`src/rtl/alu_mux_ab.sv`:
```
// -----------------------------------------------------------------------------
// alu_mux_ab
// Execute-stage datapath slice of the single-cycle RISC-V core.
//   - Mux_B : selects ALU operand B from the I/S immediates, rs2, or zero.
//   - ALU   : add / subtract with zero, negative, carry and overflow flags.
//   - Mux_A : selects the PC increment (constant 4 or the branch offset).
// All datapath outputs are combinational. alu_out_q / cero_q are registered
// copies that give the control unit a clock-aligned view of branch conditions.
//
// Ports
//   clk, rst_n        clock, asynchronous active-low reset (registers only)
//   doa, dob          register-file read ports (rs1, rs2)
//   imm_ex, imm_sw    sign-extended I-type / S-type immediates
//   i_branch          sign-extended B-type byte offset
//   s_mux_b [1:0]     operand-B select: 00 imm_ex, 01 imm_sw, 10 dob, 11 zero
//   s_mux_a           PC-increment select: 0 -> 4, 1 -> i_branch
//   control_alu       0 = add, 1 = subtract
//   b                 selected operand B
//   alu_out           ALU result
//   cero, neg         result == 0, result sign bit
//   carry             carry out of the MSB (sub: 1 = no borrow)
//   ovf               signed two's-complement overflow
//   op_pc             value added to PC
//   alu_out_q, cero_q registered alu_out / cero
// -----------------------------------------------------------------------------
module alu_mux_ab #(
  parameter int WIDTH = 32
) (
  input  logic             clk,
  input  logic             rst_n,
  input  logic [WIDTH-1:0] doa,
  input  logic [WIDTH-1:0] dob,
  input  logic [WIDTH-1:0] imm_ex,
  input  logic [WIDTH-1:0] imm_sw,
  input  logic [WIDTH-1:0] i_branch,
  input  logic [1:0]       s_mux_b,
  input  logic             s_mux_a,
  input  logic             control_alu,
  output logic [WIDTH-1:0] b,
  output logic [WIDTH-1:0] alu_out,
  output logic             cero,
  output logic             neg,
  output logic             carry,
  output logic             ovf,
  output logic [WIDTH-1:0] op_pc,
  output logic [WIDTH-1:0] alu_out_q,
  output logic             cero_q
);

  localparam logic [WIDTH-1:0] PC_STEP = WIDTH'(4);

  logic [WIDTH-1:0] w_b;
  logic [WIDTH-1:0] w_b_eff;   // b, or ~b when subtracting
  logic [WIDTH:0]   w_sum;     // one extra bit holds the carry out
  logic [WIDTH-1:0] w_res;

  // ---------------------------------------------------------------------------
  // Mux_B
  // ---------------------------------------------------------------------------
  always_comb begin
    // NOTE: default assigned first so every path drives w_b; no latch is
    // inferred and encoding 11 resolves to a defined zero.
    w_b = '0;
    case (s_mux_b)
      2'b00:   w_b = imm_ex;
      2'b01:   w_b = imm_sw;
      2'b10:   w_b = dob;
      default: w_b = '0;
    endcase
  end

  // ---------------------------------------------------------------------------
  // ALU: subtract is doa + ~b + 1, so a single adder serves both operations and
  // carry is naturally "no borrow" for subtract.
  // ---------------------------------------------------------------------------
  assign w_b_eff = control_alu ? ~w_b : w_b;
  assign w_sum   = {1'b0, doa} + {1'b0, w_b_eff} + {{WIDTH{1'b0}}, control_alu};
  assign w_res   = w_sum[WIDTH-1:0];

  assign b       = w_b;
  assign alu_out = w_res;
  assign cero    = ~|w_res;
  assign neg     = w_res[WIDTH-1];
  assign carry   = w_sum[WIDTH];
  // With the effective (possibly inverted) operand, add and subtract share one
  // rule: operand signs equal and the result sign differs from doa.
  assign ovf     = (doa[WIDTH-1] == w_b_eff[WIDTH-1]) &&
                   (w_res[WIDTH-1] != doa[WIDTH-1]);

  // ---------------------------------------------------------------------------
  // Mux_A
  // ---------------------------------------------------------------------------
  assign op_pc = s_mux_a ? i_branch : PC_STEP;

  // ---------------------------------------------------------------------------
  // Clock-aligned copies of the result and zero flag
  // ---------------------------------------------------------------------------
  logic [WIDTH-1:0] r_alu_out;
  logic             r_cero;

  always_ff @(posedge clk or negedge rst_n) begin
    if (!rst_n) begin
      r_alu_out <= '0;
      r_cero    <= 1'b0;
    end else begin
      // NOTE: non-blocking assignments so every register samples the
      // pre-edge values regardless of statement order.
      r_alu_out <= w_res;
      r_cero    <= ~|w_res;
    end
  end

  assign alu_out_q = r_alu_out;
  assign cero_q    = r_cero;

endmodule

```
`config.mk`:
```
export PLATFORM = sky130hd
export DESIGN_NAME = alu_mux_ab
export DESIGN_NICKNAME = d
export VERILOG_FILES = /design/src/rtl/alu_mux_ab.sv
export SDC_FILE = /design/constraint.sdc
export NUM_CORES = 1
export LEC_CHECK = 0
export CORE_AREA = 4 4 115 117
export CTS_BUF_LIST = sky130_fd_sc_hd__clkbuf_2 sky130_fd_sc_hd__clkbuf_4 sky130_fd_sc_hd__clkbuf_8
export DETAILED_ROUTE_END_ITERATION = 16
export DIE_AREA = 0 0 119 121
export PLACE_DENSITY = 0.88
export SLEW_MARGIN = 20
export SYNTH_ARGS = -nofsm -noshare
export SYNTH_HDL_FRONTEND = slang
export SYNTH_SLANG_ARGS = --single-unit
```
`constraint.sdc`:
```
create_clock -name clk -period 7.13 [get_ports clk]
set_clock_uncertainty 0.1 [all_clocks]
set_input_delay 1.0695 -clock clk [delete_from_list [all_inputs] [get_ports clk]]
set_output_delay 1.0695 -clock clk [all_outputs]
set_load 0.05 [all_outputs]
```
==> run metrics, run 1 <==
status=complete, no violations; die area=0.01440 mm²; relative slew slack=39.18%; worst-path fanout max=15; ranking of synthesized cells by area=dfrtp_1 20%, ha_1 10%, xor2_1 8.8%, mux2i_1 8.3%, o21ai_0 7.0%; number of synthesized flops with an enable pin=0; final setup vio count=0; Data arrival, critical path=5.38 ns; Port Buffers=298; Crit. End Element=output pin; vias in the first global route=4867; Layout Cells excl Fill=967; Logic pwr share=79.3%; final antenna-violating net count=0; top-count cell post-synth=o21ai_0; worst slew pin tran=0.9061 ns; Leak=3.116 nW; synth warn=0; max_cap viols=0; Post-Place Worst Slack=0.5950 ns; Post-synth top cells=57 x o21ai_0, 49 x nand2_1, 41 x xor2_1; cell-internal power=0.0009230 W; first-pass GRT wire length=25.36 mm; FP Rows=41; dpl cells=960; post-CTS setup buffer count=0; FFs w/ async S/R, synth=100.0%; Avg WL per Cell=17.43 µm; Hold Buf Count CTS=0; post-synthesis sequential area ratio=20.17%; mapped cell area=0.004094 mm²; Post-Place Cell Area=0.007355 mm²; core area=0.01236 mm²; total track usage=22.12%; CP Class=in2out; DR vias/cell=5.040; Post-Syn Nets=713; Congestion Overflow GR=0; clk buf depth=2; Final period util=91.81%; Initial DRC Count=231; Slew Limit Fails=0; Synth cell types=58; Synth area leader=dfrtp_1; final-report hold violation count=0; # IOs=299; # DRC=0; fin nets=996; drt pass-1 iters=5; CTS resizes=0; HP Class=in2async; CTS clk-pin slew, worst paths=0.07 ns; CP Launch Type=primary input; pin count of the biggest net entering global routing=38; Final Cell Area=0.007445 mm²; Synth Register Bits=33; power share of the clock group=7.3%; Vias=4874; number of diodes=0; switching share of total power=54.42%; prevailing post-synth register cell=dfrtp_1; setup ws final=0.5836 ns; Die Ht=121 µm; layout cell share with drive strength beyond 1=6.792%; CTS Root Cell=clkbuf_8; Mean Syn Cell Area=7.996 µm²; pwr/cell area=272.0 mW/mm²; DP HPWL=14.45 mm; DIE WIDTH=119 µm; H-tree depth=2; setup TNS=0 ns; Max Clk Rate=0.1528 GHz; Critical Path RT=5.96 ns; TritonCTS clock tree=built; CTS buffer count=5; Post-Synthesis Cells=512; power share of the sequential group=13.4%; CTS sink cnt=33; NetSw=0.001102 W; initial antenna violation count=0; worst vdd rail ir drop=0.1510 mV; post-synth top area share=20.17%; drt total wl=16.85 mm; Area Overhead vs Synth=81.85%; RSZ-0062 raised after global routing=no; post-route minimum period=6.546 ns; Pwr Total=0.002025 W; initial core utilization=33.11%; routability cong.=0.9466
## sequential cells by signal, indices dropped and copies added, names as in the netlist
name / cells
alu_out_q: 32
cero_q: 1
## area by class of cell
cell class / instances / area [µm²]
fill: 1029 / 4918
timing repair buffer: 305 / 3161
multi-input combinational: 437 / 3104
sequential: 33 / 825.8
tap: 172 / 215.2
clock buffer: 7 / 90.09
inverter: 13 / 48.80
## per-stage QoR
step	hold WS, ns	util [%]
3_5_place_dp	1.096	59.49
3_3_place_gp	1.081	59.49
2_1_floorplan	0.6739	-
5_1_grt	0.7897	60.22
4_1_cts	0.7811	60.22
6_report	0.7571	60.22
## worst max-delay path by stage
stage / depth (start not counted) / from / end
after floorplan: 16 / s_mux_b[1] / cero
after global placement: 17 / s_mux_b[1] / cero
after detailed placement: 17 / s_mux_b[1] / cero
after CTS: 17 / s_mux_b[1] / cero
after global routing: 17 / s_mux_b[1] / cero
final: 17 / s_mux_b[1] / cero
## layer usage
| metal | part of all wire [%] | up-vias | GRT usage, % |
|---|---|---|---|
| li1 | - | 2406 | - |
| met5 | 0 | - | 0 |
| met3 | 8.5 | 26 | 6.154 |
| met2 | 50 | 225 | 39.92 |
| met1 | 39 | 2217 | 25.22 |
| met4 | 2.5 | 0 | 7.024 |
## critical path, stage by stage
cell	delay, ns
buf_2	0.22
buf_4	0.32
mux2i_1	0.25
o21ai_1	0.13
xor2_1	0.18
ha_1	0.49
o211a_1	0.21
o31a_1	0.21
o21ai_1	0.15
and3b_1	0.23
o31a_1	0.33
o21ai_1	0.33
xor2_1	0.22
nor4_1	0.32
nand4b_1	0.20
nor4_4	0.32
buf_12	0.18
## cells by family after synthesis
logic type | after synthesis | synth area share [%]
buffers and inverters | 42 | 4.462
AND/OR/NAND/NOR | 159 | 20.57
XOR/XNOR | 56 | 11.98
adder cells (fa/ha/maj) | 35 | 10.88
multiplexers | 35 | 8.863
AO/OA/AOI/OAI | 152 | 23.07
flip-flops | 33 | 20.17
## power by group through the flow
stage               clock network [W]  logic, W  registers, W
floorplan                           0  0.000740      0.000522
global placement                    0   0.00160      0.000274
detailed placement                  0   0.00161      0.000276
CTS                          0.000153   0.00161      0.000272
global route                 0.000158   0.00168      0.000281
finish                       0.000149   0.00161      0.000271
## cells in the final DEF, fill, tap and decap left out, types with 7 or more instances in the layout
cell,Yosys,layout
nand3_1,9,9
nor2_1,19,19
inv_1,13,13
o21ai_0,57,37
mux2i_1,34,34
buf_12,0,16
xor2_1,41,41
a21oi_1,37,37
o21ai_1,2,22
dfrtp_1,33,33
buf_4,1,13
clkdlybuf4s50_1,0,272
and2_1,37,37
ha_1,34,34
xnor2_1,15,15
nand2_1,49,49
a21o_1,10,10
nand2b_1,7,7
Note: power is estimated with default switching activity, not from simulation.
==> inputs of run 2 (changes only) <==
--- a/config.mk
+++ b/config.mk
@@ -5,11 +5,12 @@
 export SDC_FILE = /design/constraint.sdc
 export NUM_CORES = 1
 export LEC_CHECK = 0
-export CORE_AREA = 4 4 115 117
+export CORE_ASPECT_RATIO = 0.6
+export CORE_MARGIN = 4
+export CORE_UTILIZATION = 36
 export CTS_BUF_LIST = sky130_fd_sc_hd__clkbuf_2 sky130_fd_sc_hd__clkbuf_4 sky130_fd_sc_hd__clkbuf_8
 export DETAILED_ROUTE_END_ITERATION = 16
-export DIE_AREA = 0 0 119 121
-export PLACE_DENSITY = 0.88
+export PLACE_DENSITY = 0.93
 export SLEW_MARGIN = 20
 export SYNTH_ARGS = -nofsm -noshare
 export SYNTH_HDL_FRONTEND = slang
==> run metrics, run 2 (same netlist as run 1, synthesis figures left out) <==
most frequent cells in the layout=275 x clkdlybuf4s50_1, 49 x nand2_1, 41 x xor2_1; TritonCTS clock tree=built; drt total wl=17.99 mm (+6.8%); vias in the first global route=4865 (-0.041%); final-report hold violation count=0 (unchanged); core area=0.01081 mm² (-13%); Pwr Total=0.002028 W (+0.16%); CP Class=in2out; most common cell after layout, fill and taps aside=clkdlybuf4s50_1; routability cong.=0.9963 (+5.3%); Area Overhead vs Synth=80.41%; CP Launch Type=primary input; post-CTS setup buffer count=0 (unchanged); DIE WIDTH=145.7 µm (+22%); Slew Limit Fails=0 (unchanged); CTS Root Cell=clkbuf_8; final antenna-violating net count=0 (unchanged); pwr/cell area=274.6 mW/mm² (+0.96%); final setup vio count=0 (unchanged); CTS sink cnt=33 (unchanged); initial core utilization=37.86% (+4.7 points); first-pass GRT wire length=27.47 mm (+8.3%); die area=0.01320 mm² (-8.3%); setup TNS=0 ns (unchanged); dpl cells=923 (-3.9%); initial antenna violation count=0 (unchanged); worst slew pin tran=0.8277 ns (-0.07840 ns); Layout Cells excl Fill=931 (-3.7%); Congestion Overflow GR=0 (unchanged); Crit. End Element=output pin; cells along the critical path=buf_2 > buf_12 > mux2i_1 > o21ai_1 > xor2_1 > ha_1 > o211a_1 > o31a_1 > o21ai_1 > and3b_1 > o31a_1 > o21ai_2 > xor2_1 > nor4_1 > nand4b_1 > nor4_4 > buf_12; CTS buffer count=5 (unchanged); kind of cell adding the most delay to the critical path=compound AO/OA/AOI/OAI gates; Largest register FFs=32 (unchanged); H-tree depth=2 (unchanged); number of diodes=0 (unchanged); DR vias/cell=5.361 (+6.4%); post-route minimum period=6.641 ns (+0.09511 ns); max_cap viols=0 (unchanged); fin nets=993 (-0.30%); Core Util, Final=68.31% (+8.1 points); Leak=3.098 nW (-0.59%); CP bufs+invs=3 (unchanged); Avg WL per Cell=19.32 µm (+11%); FP Rows=29 (-29%); worst-path fanout max=34 (+19); Die Ht=90.61 µm (-25%); # IOs=299 (unchanged); RSZ-0062 raised after global routing=no; HP Class=in2async; Final period util=93.15% (+1.3 points); Vias=4991 (+2.4%); DP HPWL=15.13 mm (+4.7%); CTS clk-pin slew, worst paths=0.07 ns (about the same); # DRC=0 (unchanged); pin count of the biggest net entering global routing=38 (unchanged); largest stage delay on the critical path=0.50 ns (about the same); Data arrival, critical path=5.47 ns (+0.09 ns); worst vdd rail ir drop=0.1567 mV (+3.8%); layout cell share with drive strength beyond 1=6.187% (-0.61 points); Hold Buf Count CTS=0 (unchanged); relative slew slack=44.42% (+5.2 points); Post-Place Worst Slack=0.1896 ns (-0.4055 ns); Critical Path RT=5.96 ns (about the same); Max Clk Rate=0.1506 GHz (-1.4%); clk buf depth=2 (unchanged); drt pass-1 iters=5 (unchanged); fillcell total=867 (-16%); slowest stage cell, crit path=ha_1; Initial DRC Count=455 (+97%); Port Buffers=298 (unchanged); setup ws final=0.4885 ns (-0.09511 ns); total track usage=25.63% (+3.5 points); status=complete, no violations
## run 2: report_power, final
part | leakage (nW) | internal (W) | switching, W
clock network | 0.0477 | 0.0000804 | 0.0000667
registers | 0.384 | 0.000254 | 0.0000168
logic | 2.67 | 0.000577 | 0.00103
## run 2: worst paths after layout
| kind | start | cells past startpoint | end |
|---|---|---|---|
| max in group asynchronous | rst_n | 1 | alu_out_q[30]$_DFF_PN0_ |
| hold / removal | rst_n | 1 | alu_out_q[16]$_DFF_PN0_ |
| min in group clk | doa[0] | 2 | alu_out_q[0]$_DFF_PN0_ |
| setup / recovery | s_mux_b[1] | 17 | cero |
## run 2: timing repair
item / in CTS / in global routing
endpoints found under the setup margin: 0 / 1
hold endpoints to repair: 0 / 0
resized for setup: 0 / 1
## run 2: cell type report
type	instances	area [µm²]	area share, %
clock buffer	7	90.09	1.220
inverter	13	48.80	0.6607
multi-input combinational	438	3122	42.27
sequential	33	825.8	11.18
tap	139	173.9	2.355
timing repair buffer	301	3126	42.32
## run 2: routing by layer
| metal | share of wire [%] | global-route usage (%) |
|---|---|---|
| met5 | 0 | 0 |
| met4 | 1.2 | 4.344 |
| met3 | 9.9 | 7.673 |
| met2 | 45 | 41.59 |
| met1 | 44 | 34.19 |
## run 2: per-stage QoR
step                hold WS (ns)  instance area [µm²]
floorplan                 0.6739                 4110
finish                    0.7481                 7386
CTS                       0.7784                 7373
global placement           1.082                 7283
global route              0.8267                 7386
detailed placement         1.086                 7283
